<file path="config.mk">
export PLATFORM = sky130hd
export DESIGN_NAME = mem_port_arbiter
export DESIGN_NICKNAME = d
export VERILOG_FILES = /design/src/rtl/arb_pkg.sv /design/src/rtl/arb_prio_grant.sv /design/src/rtl/mem_port_arbiter.sv
export SDC_FILE = /design/constraint.sdc
export NUM_CORES = 1
export LEC_CHECK = 0
export CAP_MARGIN = 15
export CORE_AREA = 10 10 77 79
export CTS_CLUSTER_DIAMETER = 80
export CTS_CLUSTER_SIZE = 14
export DETAILED_ROUTE_END_ITERATION = 10
export DIE_AREA = 0 0 87 89
export DONT_BUFFER_PORTS = 1
export MAX_ROUTING_LAYER = met4
export PLACE_DENSITY_LB_ADDON = 0.25
export SYNTH_ARGS = -nofsm -noshare
export SYNTH_HDL_FRONTEND = slang
export SYNTH_SLANG_ARGS = --single-unit
</file>
<file path="constraint.sdc">
create_clock -name clock -period 1.7 [get_ports clock]
set_clock_uncertainty 0.15 [all_clocks]
set_input_delay 0.17 -clock clock [delete_from_list [all_inputs] [get_ports clock]]
set_output_delay 0.17 -clock clock [all_outputs]
set_load 0.1 [all_outputs]
</file>
<file path="src/rtl/arb_pkg.sv">
// Shared types and defaults for the memory-port arbiter.
// Optional build macro used by the top: ARB_PERF_CNT_EN (performance counters).
package arb_pkg;

    localparam int ADDRESS_BITS_DEF = 16;
    localparam int DATA_BITS_DEF    = 32;
    localparam int MAX_STARVE_DEF   = 4;
    localparam int STARVE_CNT_W     = 4;

    // Owner of the read response that returns one cycle after a grant
    typedef enum logic [1:0] {
        OWN_NONE  = 2'd0,
        OWN_INSTR = 2'd1,
        OWN_DATA  = 2'd2
    } own_e;

endpackage

</file>
<file path="src/rtl/arb_prio_grant.sv">
// Two-way fixed-priority grant: data beats fetch unless fetch has been
// denied MAX_STARVE cycles in a row. Purely combinational.
module arb_prio_grant
    import arb_pkg::*;
#(
    parameter int MAX_STARVE = MAX_STARVE_DEF
) (
    input  logic                    fetch_req_i,
    input  logic                    data_req_i,
    input  logic [STARVE_CNT_W-1:0] starve_cnt_i,
    input  logic                    block_i,      // suppress all grants (reset)
    output logic                    fetch_gnt_o,
    output logic                    data_gnt_o,
    output logic                    forced_o      // fetch won only because of starvation
);

    logic starved;

    assign starved = (starve_cnt_i == STARVE_CNT_W'(MAX_STARVE));

    // Grant decision
    always_comb begin
        fetch_gnt_o = 1'b0;
        data_gnt_o  = 1'b0;
        forced_o    = 1'b0;
        if (!block_i) begin
            if (fetch_req_i && data_req_i) begin
                fetch_gnt_o = starved;
                data_gnt_o  = !starved;
                forced_o    = starved;
            end else begin
                fetch_gnt_o = fetch_req_i;
                data_gnt_o  = data_req_i;
            end
        end
    end

endmodule

</file>
<file path="src/rtl/mem_port_arbiter.sv">
// Shares one single-ported synchronous RAM between instruction fetch and
// load/store. One grant per cycle; read data returns the next cycle and is
// steered to the requester recorded in resp_own_q.
// Optional build macro: ARB_PERF_CNT_EN adds saturating performance counters.
module mem_port_arbiter
    import arb_pkg::*;
#(
    parameter int ADDRESS_BITS = ADDRESS_BITS_DEF,
    parameter int DATA_BITS    = DATA_BITS_DEF,
    parameter int MAX_STARVE   = MAX_STARVE_DEF
) (
    input  logic                    clock,
    input  logic                    reset,
    input  logic                    i_req,
    input  logic [ADDRESS_BITS-1:0] i_addr,
    output logic                    i_gnt,
    output logic                    i_rvalid,
    output logic [DATA_BITS-1:0]    i_rdata,
    input  logic                    d_req,
    input  logic                    d_we,
    input  logic [ADDRESS_BITS-1:0] d_addr,
    input  logic [DATA_BITS-1:0]    d_wdata,
    output logic                    d_gnt,
    output logic                    d_rvalid,
    output logic [DATA_BITS-1:0]    d_rdata,
    output logic                    m_en,
    output logic                    m_we,
    output logic [ADDRESS_BITS-1:0] m_addr,
    output logic [DATA_BITS-1:0]    m_wdata,
    input  logic [DATA_BITS-1:0]    m_rdata
`ifdef ARB_PERF_CNT_EN
    ,
    output logic [31:0]             conflict_cnt,
    output logic [31:0]             i_stall_cnt,
    output logic [15:0]             starve_win_cnt
`endif
);

    logic [STARVE_CNT_W-1:0] starve_cnt_q, starve_cnt_d;
    own_e                    resp_own_q, resp_own_d;
    logic                    forced;

    arb_prio_grant #(.MAX_STARVE(MAX_STARVE)) u_grant (
        .fetch_req_i  (i_req),
        .data_req_i   (d_req),
        .starve_cnt_i (starve_cnt_q),
        .block_i      (reset),
        .fetch_gnt_o  (i_gnt),
        .data_gnt_o   (d_gnt),
        .forced_o     (forced)
    );

    // Memory port mux: idle port drives all zeros
    always_comb begin
        m_en    = i_gnt | d_gnt;
        m_we    = d_gnt & d_we;
        m_addr  = '0;
        m_wdata = '0;
        if (i_gnt) begin
            m_addr = i_addr;
        end else if (d_gnt) begin
            m_addr = d_addr;
            if (d_we) m_wdata = d_wdata;
        end
    end

    // Starvation counter and response owner next state
    always_comb begin
        starve_cnt_d = '0;
        if (i_req && !i_gnt) begin
            if (starve_cnt_q == STARVE_CNT_W'(MAX_STARVE)) starve_cnt_d = starve_cnt_q;
            else                                          starve_cnt_d = starve_cnt_q + STARVE_CNT_W'(1);
        end
        resp_own_d = OWN_NONE;
        if (i_gnt)              resp_own_d = OWN_INSTR;
        else if (d_gnt && !d_we) resp_own_d = OWN_DATA;
    end

    // State registers
    always_ff @(posedge clock) begin
        if (reset) begin
            starve_cnt_q <= '0;
            resp_own_q   <= OWN_NONE;
        end else begin
            starve_cnt_q <= starve_cnt_d;
            resp_own_q   <= resp_own_d;
        end
    end

    // Response steering; reset also drops a response already in flight
    always_comb begin
        i_rvalid = (resp_own_q == OWN_INSTR) && !reset;
        d_rvalid = (resp_own_q == OWN_DATA)  && !reset;
        i_rdata  = i_rvalid ? m_rdata : '0;
        d_rdata  = d_rvalid ? m_rdata : '0;
    end

`ifdef ARB_PERF_CNT_EN
    // Saturating performance counters
    always_ff @(posedge clock) begin
        if (reset) begin
            conflict_cnt   <= '0;
            i_stall_cnt    <= '0;
            starve_win_cnt <= '0;
        end else begin
            if (i_req && d_req && conflict_cnt != '1)  conflict_cnt   <= conflict_cnt + 32'd1;
            if (i_req && !i_gnt && i_stall_cnt != '1)  i_stall_cnt    <= i_stall_cnt + 32'd1;
            if (forced && starve_win_cnt != '1)        starve_win_cnt <= starve_win_cnt + 16'd1;
        end
    end
`endif

endmodule
</file>
# Word-level counts from Yosys, hierarchy flattened
# Cells that the tools add are included.
[word_totals] inputBits=101 output_inout_bits=118 ram_bits=0 ff_bits=6 memories=0 latchBits=0 romBits=0 word_cells=34
[classes] n_div=0 shift=0 n_mux=13 multipliers=0 eq_ne=3 order_cmp=0 bitwise=3 add_sub_neg=1 n_reduce_logical=11
[ops] op="two-way mux 32 bit" count=5
[ops] op="two-way mux 16 bit" count=2
[ops] op="logical AND 1 bit" count=5
[ops] op="two-way mux 1 bit" count=5
[ops] op="adder 4 x 1 -> 4 bit, second input constant" count=1
[ops] op="== test 4 x 3 -> 1 bit, second input constant" count=1
[ops] op="zero test 1 bit" count=4
[ops] op="OR reduction 2 bit" count=2
[ops] op="== test 2 x 1 -> 1 bit, second input constant" count=1
[ops] op="== test 2 bit, second input constant" count=1
[ops] op="two-way mux 2 bit" count=1
[ops] op="bitwise AND 1 bit" count=1
[ops] op="NOT 1 bit" count=1
[ops] op="bitwise OR 1 bit" count=1

# Depth between registers and ports, before layout
[depth] ltp_word=7 mapped_depth=6 mapped_depth_nobuf=5

# By module
# From an unflattened synthesis, not the netlist that was laid out.
[hier_totals] cells_unflattened=164 area_unflattened_um2=1164.9
[by_module_without_submodules] mod="mem_port_arbiter" area_each_um2=1113.6 seq_area_each_um2=120.1 instances=1 cells_each=158
[by_module_without_submodules] mod="arb_prio_grant" area_each_um2=51.3 seq_area_each_um2=0.0 instances=1 cells_each=6

# Worst setup path before layout
# Ideal clock, no wire load.
[synth_timing] path_type="reg-to-output" from="register resp_own_q[1]" to="output d_rdata[22]" path_buffers=1 required_time_ps=1380 t_arrival_ps=2439 path_slack_ps=-1059 stages_incl_launch_ff=4 cell_sequence="dfxtp_1 > nor3b_2 > clkbuf_1 > and2_1"
[synth_via] elab_chain_len=3
[synth_lines] element="start, declared" line="mem_port_arbiter.sv:40" text="own_e resp_own_q, resp_own_d;"
[synth_lines] element="start signal, assigned" line="mem_port_arbiter.sv:86" text="resp_own_q <= resp_own_d;"
[synth_lines] element="== test 2 bit" line="mem_port_arbiter.sv:93" text="d_rvalid = (resp_own_q == OWN_DATA) && !reset;"
[synth_lines] element="logical AND 1 bit" line="mem_port_arbiter.sv:93"
[synth_lines] element="named net d_rvalid" line="mem_port_arbiter.sv:24" text="output logic d_rvalid,"
[synth_lines] element="two-way mux 32 bit" line="mem_port_arbiter.sv:95" text="d_rdata = d_rvalid ? m_rdata : '0;"
[synth_lines] element="end, declared" line="mem_port_arbiter.sv:25" text="output logic [DATA_BITS-1:0] d_rdata,"
# The timed path passes the listed nets, and every way through them passes these cells.

# Worst setup path in the final report
[layout_timing] from="register starve_cnt_q[1]" to="output m_addr[1]"
[layout_via] elab_chain_len=6 word_cells_on_any_way=8 cone_classes="1 x eq/ne; 6 x mux; 1 x reduce/logical"
[layout_lines] element="start, declared" line="mem_port_arbiter.sv:39" text="logic [STARVE_CNT_W-1:0] starve_cnt_q, starve_cnt_d;"
[layout_lines] element="start signal, assigned" line="mem_port_arbiter.sv:85" text="starve_cnt_q <= starve_cnt_d;"
[layout_lines] element="== test 4 x 3 -> 1 bit *" line="arb_prio_grant.sv:19" text="assign starved = (starve_cnt_i == STARVE_CNT_W'(MAX_STARVE));"
[layout_lines] element="zero test 1 bit" line="arb_prio_grant.sv:29" text="data_gnt_o = !starved;"
[layout_lines] element="two-way mux 1 bit" line="arb_prio_grant.sv:27" text="if (fetch_req_i && data_req_i) begin"
[layout_lines] element="two-way mux 1 bit" line="arb_prio_grant.sv:26" text="if (!block_i) begin"
[layout_lines] element="two-way mux 16 bit" line="mem_port_arbiter.sv:61" text="end else if (d_gnt) begin"
[layout_lines] element="two-way mux 16 bit *" line="mem_port_arbiter.sv:59" text="if (i_gnt) begin"
[layout_lines] element="end, declared" line="mem_port_arbiter.sv:28" text="output logic [ADDRESS_BITS-1:0] m_addr,"
# Every way passes the cells marked *; elsewhere a longest branch is shown, timed or not.

==> metrics.md <==
| Metric | Value |
|---|---|
| Slew headroom | `79.53%` |
| Pwr dens | `350.1 nW/um2` |
| Drt drc | `0` |
| Clock slew at reported path FFs | `0.04 ns` |
| Area contributors post-synth | `and2_1 36%, and3_1 18%, dfxtp_1 11%` |
| Layout cells sized above 1 | `92.81%` |
| Initial Util | `24.88%` |
| Commonest cells after routing, fill and taps aside | `108 x buf_12, 65 x and2_4, 32 x and3_4, 10 x a22o_4, 7 x buf_4` |
| Initial antenna violation count | `0` |
| CP Capture Type | `output pin` |
| Clk root buf | `clkbuf_8` |
| CP Max Fanout | `17` |
| Share of the synthesized area in the top cell type | `36.03%` |
| RePlAce Congestion | `0.8134` |
| Synth Register Bits | `6` |
| Finished Cell Area | `4128 um2` |
| Vias per inst | `5.518` |
| Num CTS Buffers | `3` |
| Post-synthesis sequential area ratio | `10.64%` |
| Worst Setup Path Type | `flip-flop to output pin` |
| Req. time, crit path | `1.38 ns` |
| Final setup viols | `115` |
| Largest net degree at the start of global routing | `35` |
| Final Hold Fails | `0` |
| Post-Route WL | `11,160 um` |
| Mapped Avg Cell Area | `7.143 um2` |
| Worst-margin pin slew | `0.3085 ns` |
| DR pass1 iterations | `4` |
| Via Count | `1,832` |
| Num rows | `25` |
| CP cell instances | `inv_2, ha_4, nand3b_4, a211oi_4, buf_12, a22o_2, buf_12` |
| CP arrival | `1.72 ns` |
| FMAX | `0.4892 GHz` |
| RSZ-0062 raised after global routing | `yes` |
| Final WS setup | `-0.3443 ns` |
| Total Nets Final | `383` |
| Die Width | `87 um` |
| Die Ht | `89 um` |
| Net Count, Synth | `261` |
| WL/cell | `33.63 um` |
| Worst-Skew Late Latency | `0.23 ns` |
| Post-route ant nets | `0` |
| Worst Hold Slack | `0.05645 ns` |
| Max clock buf depth | `2` |
| Port Buf Inserts | `0` |
| Period Utilization, post-route | `120.3%` |
| Critical Path Slowest Stage Cell | `dfxtp_2` |
| Die area | `7743 um2` |
| DRT iter0 DRCs | `45` |
| Synth area leader | `and2_1` |
| Number of global-route vias before repair | `2,075` |
| Register area | `125.1 um2` |
| Max VDD drop | `275.6 uV` |
| Grt total ovfl | `0` |
| Core Footprint | `4536 um2` |
| Violated checks | `negative setup slack` |
| I/O pin cnt | `219` |
| Final Max Tran Viols | `0` |
| Status | `complete, but fails checks` |
| Cell Area, Synth | `1129 um2` |
| Unique masters post-synth | `21` |
| Hold/Removal Path Class | `input port to flip-flop` |
| Clock sink total | `6` |
| Fill count | `147` |
| Antenna cell count | `0` |
| Delay of the slowest critical-path stage | `0.32 ns` |
| Post-Syn Instances | `158` |
| Clock period minus worst slack | `2.044 ns` |
| Tot GR Track Use | `25.75%` |
| First-pass GRT wire length | `14,480 um` |
| Max-cap violations | `0` |
| Commonest non-fill, non-tap cell in the layout | `buf_12` |
| Most used cell, CP | `buf_12` |
| Ys Warns | `0` |
| CTS H-tree depth | `1` |
| Syn-to-layout area delta | `265.7%` |
| Placed instance area | `3590 um2` |
| Lkg Pwr | `1.741 nW` |
| Setup crit start kind | `flip-flop` |
| Multi-input gate area | `1365 um2` |
| Dpl hpwl | `8062 um` |
| CTS tree | `done` |
routing by layer:
metal	track usage, %	up-vias	routed length, um
met5	-	-	0
li1	-	779	-
met1	23.55	874	3549
met4	7.364	0	291
met3	10.21	22	1180
met2	48.23	157	6142
cell type report:
class | instances | share of cell area, %
Timing Repair Buffer | 132 | 60.81
Multi-Input combinational cell | 132 | 33.07
Sequential cell | 6 | 3.031
Tap cell | 54 | 1.637
Clock buffer | 3 | 1.000
Inverter | 5 | 0.4547
per-stage QoR:
step,total power [mW],setup TNS (ns),cells,setup slack [ns],utilization [%]
2_1_floorplan,0.8548,-5.647,158,-0.2077,-
3_3_place_gp,1.107,-1.961,307,-0.07565,79.14
3_5_place_dp,1.121,-3.902,307,-0.1166,79.14
4_1_cts,1.424,-18.51,330,-0.3314,90.54
5_1_grt,1.475,-26.26,332,-0.3751,91.01
6_report,1.445,-22.45,332,-0.3443,91.01
cell families (layout without fill, tap and decap cells):
group	Yosys count	after routing	synth area share (%)
AND/OR/NAND/NOR	109	109	61.31
buffers and inverters	20	140	7.539
AO/OA/AOI/OAI	19	19	16.74
flip-flops	6	6	10.64
adder cells (fa/ha/maj)	2	2	2.217
XOR/XNOR	2	2	1.552
worst paths after layout:
kind | slack, ns | cells past startpoint | start | to
setup / recovery | -0.34 | 7 | starve_cnt_q[1] | m_addr[1]
hold / removal | 0.06 | 2 | d_req | starve_cnt_q[0]
setup reg to reg | 0.20 | 6 | starve_cnt_q[1] | resp_own_q[1]
hold reg to reg | 0.48 | 3 | starve_cnt_q[0] | starve_cnt_q[0]
Yosys cell counts:
library cell	number
a211oi_1	1
a211oi_4	1
a22o_1	7
a22o_2	9
and2_1	65
and3_1	32
buf_2	2
buf_6	1
clkbuf_1	12
dfxtp_1	6
ha_1	2
inv_1	5
nand3_1	1
nand3b_4	1
nand4_1	1
nor2_1	6
nor2b_1	1
nor3b_2	2
o211a_1	1
xnor2_1	1
xor2_1	1
flip-flops by register name (all words and copies together), names as in the netlist:
signal / flops
resp_own_q: 2
starve_cnt_q: 4
worst max-delay path, delay by kind of cell (launching register included):
| family | cells | cell delay, ns |
|---|---|---|
| flip-flops | 1 | 0.32 |
| buffers and inverters | 3 | 0.44 |
| adder cells (fa/ha/maj) | 1 | 0.14 |
| AO/OA/AOI/OAI | 2 | 0.48 |
| AND/OR/NAND/NOR | 1 | 0.10 |
report_power, final:
| part | switching [mW] | internal, mW | leakage [nW] |
|---|---|---|---|
| Combinational | 0.695 | 0.375 | 1.67 |
| Clock | 0.0735 | 0.153 | 0.0216 |
| Sequential | 0.00323 | 0.145 | 0.0505 |
| Total | 0.772 | 0.673 | 1.74 |
repair_timing:
item / 4_1_cts / 5_1_grt
gates resized for setup: 70 / 4
pin swaps: 42 / 37
setup endpoints to repair: 104 / 117
hold buffers: 3 / 0
buffers inserted: 10 / 2
cloned: 7 / 4
hold endpoints to repair: 2 / 0
Note: power is estimated with default switching activity, not from simulation.
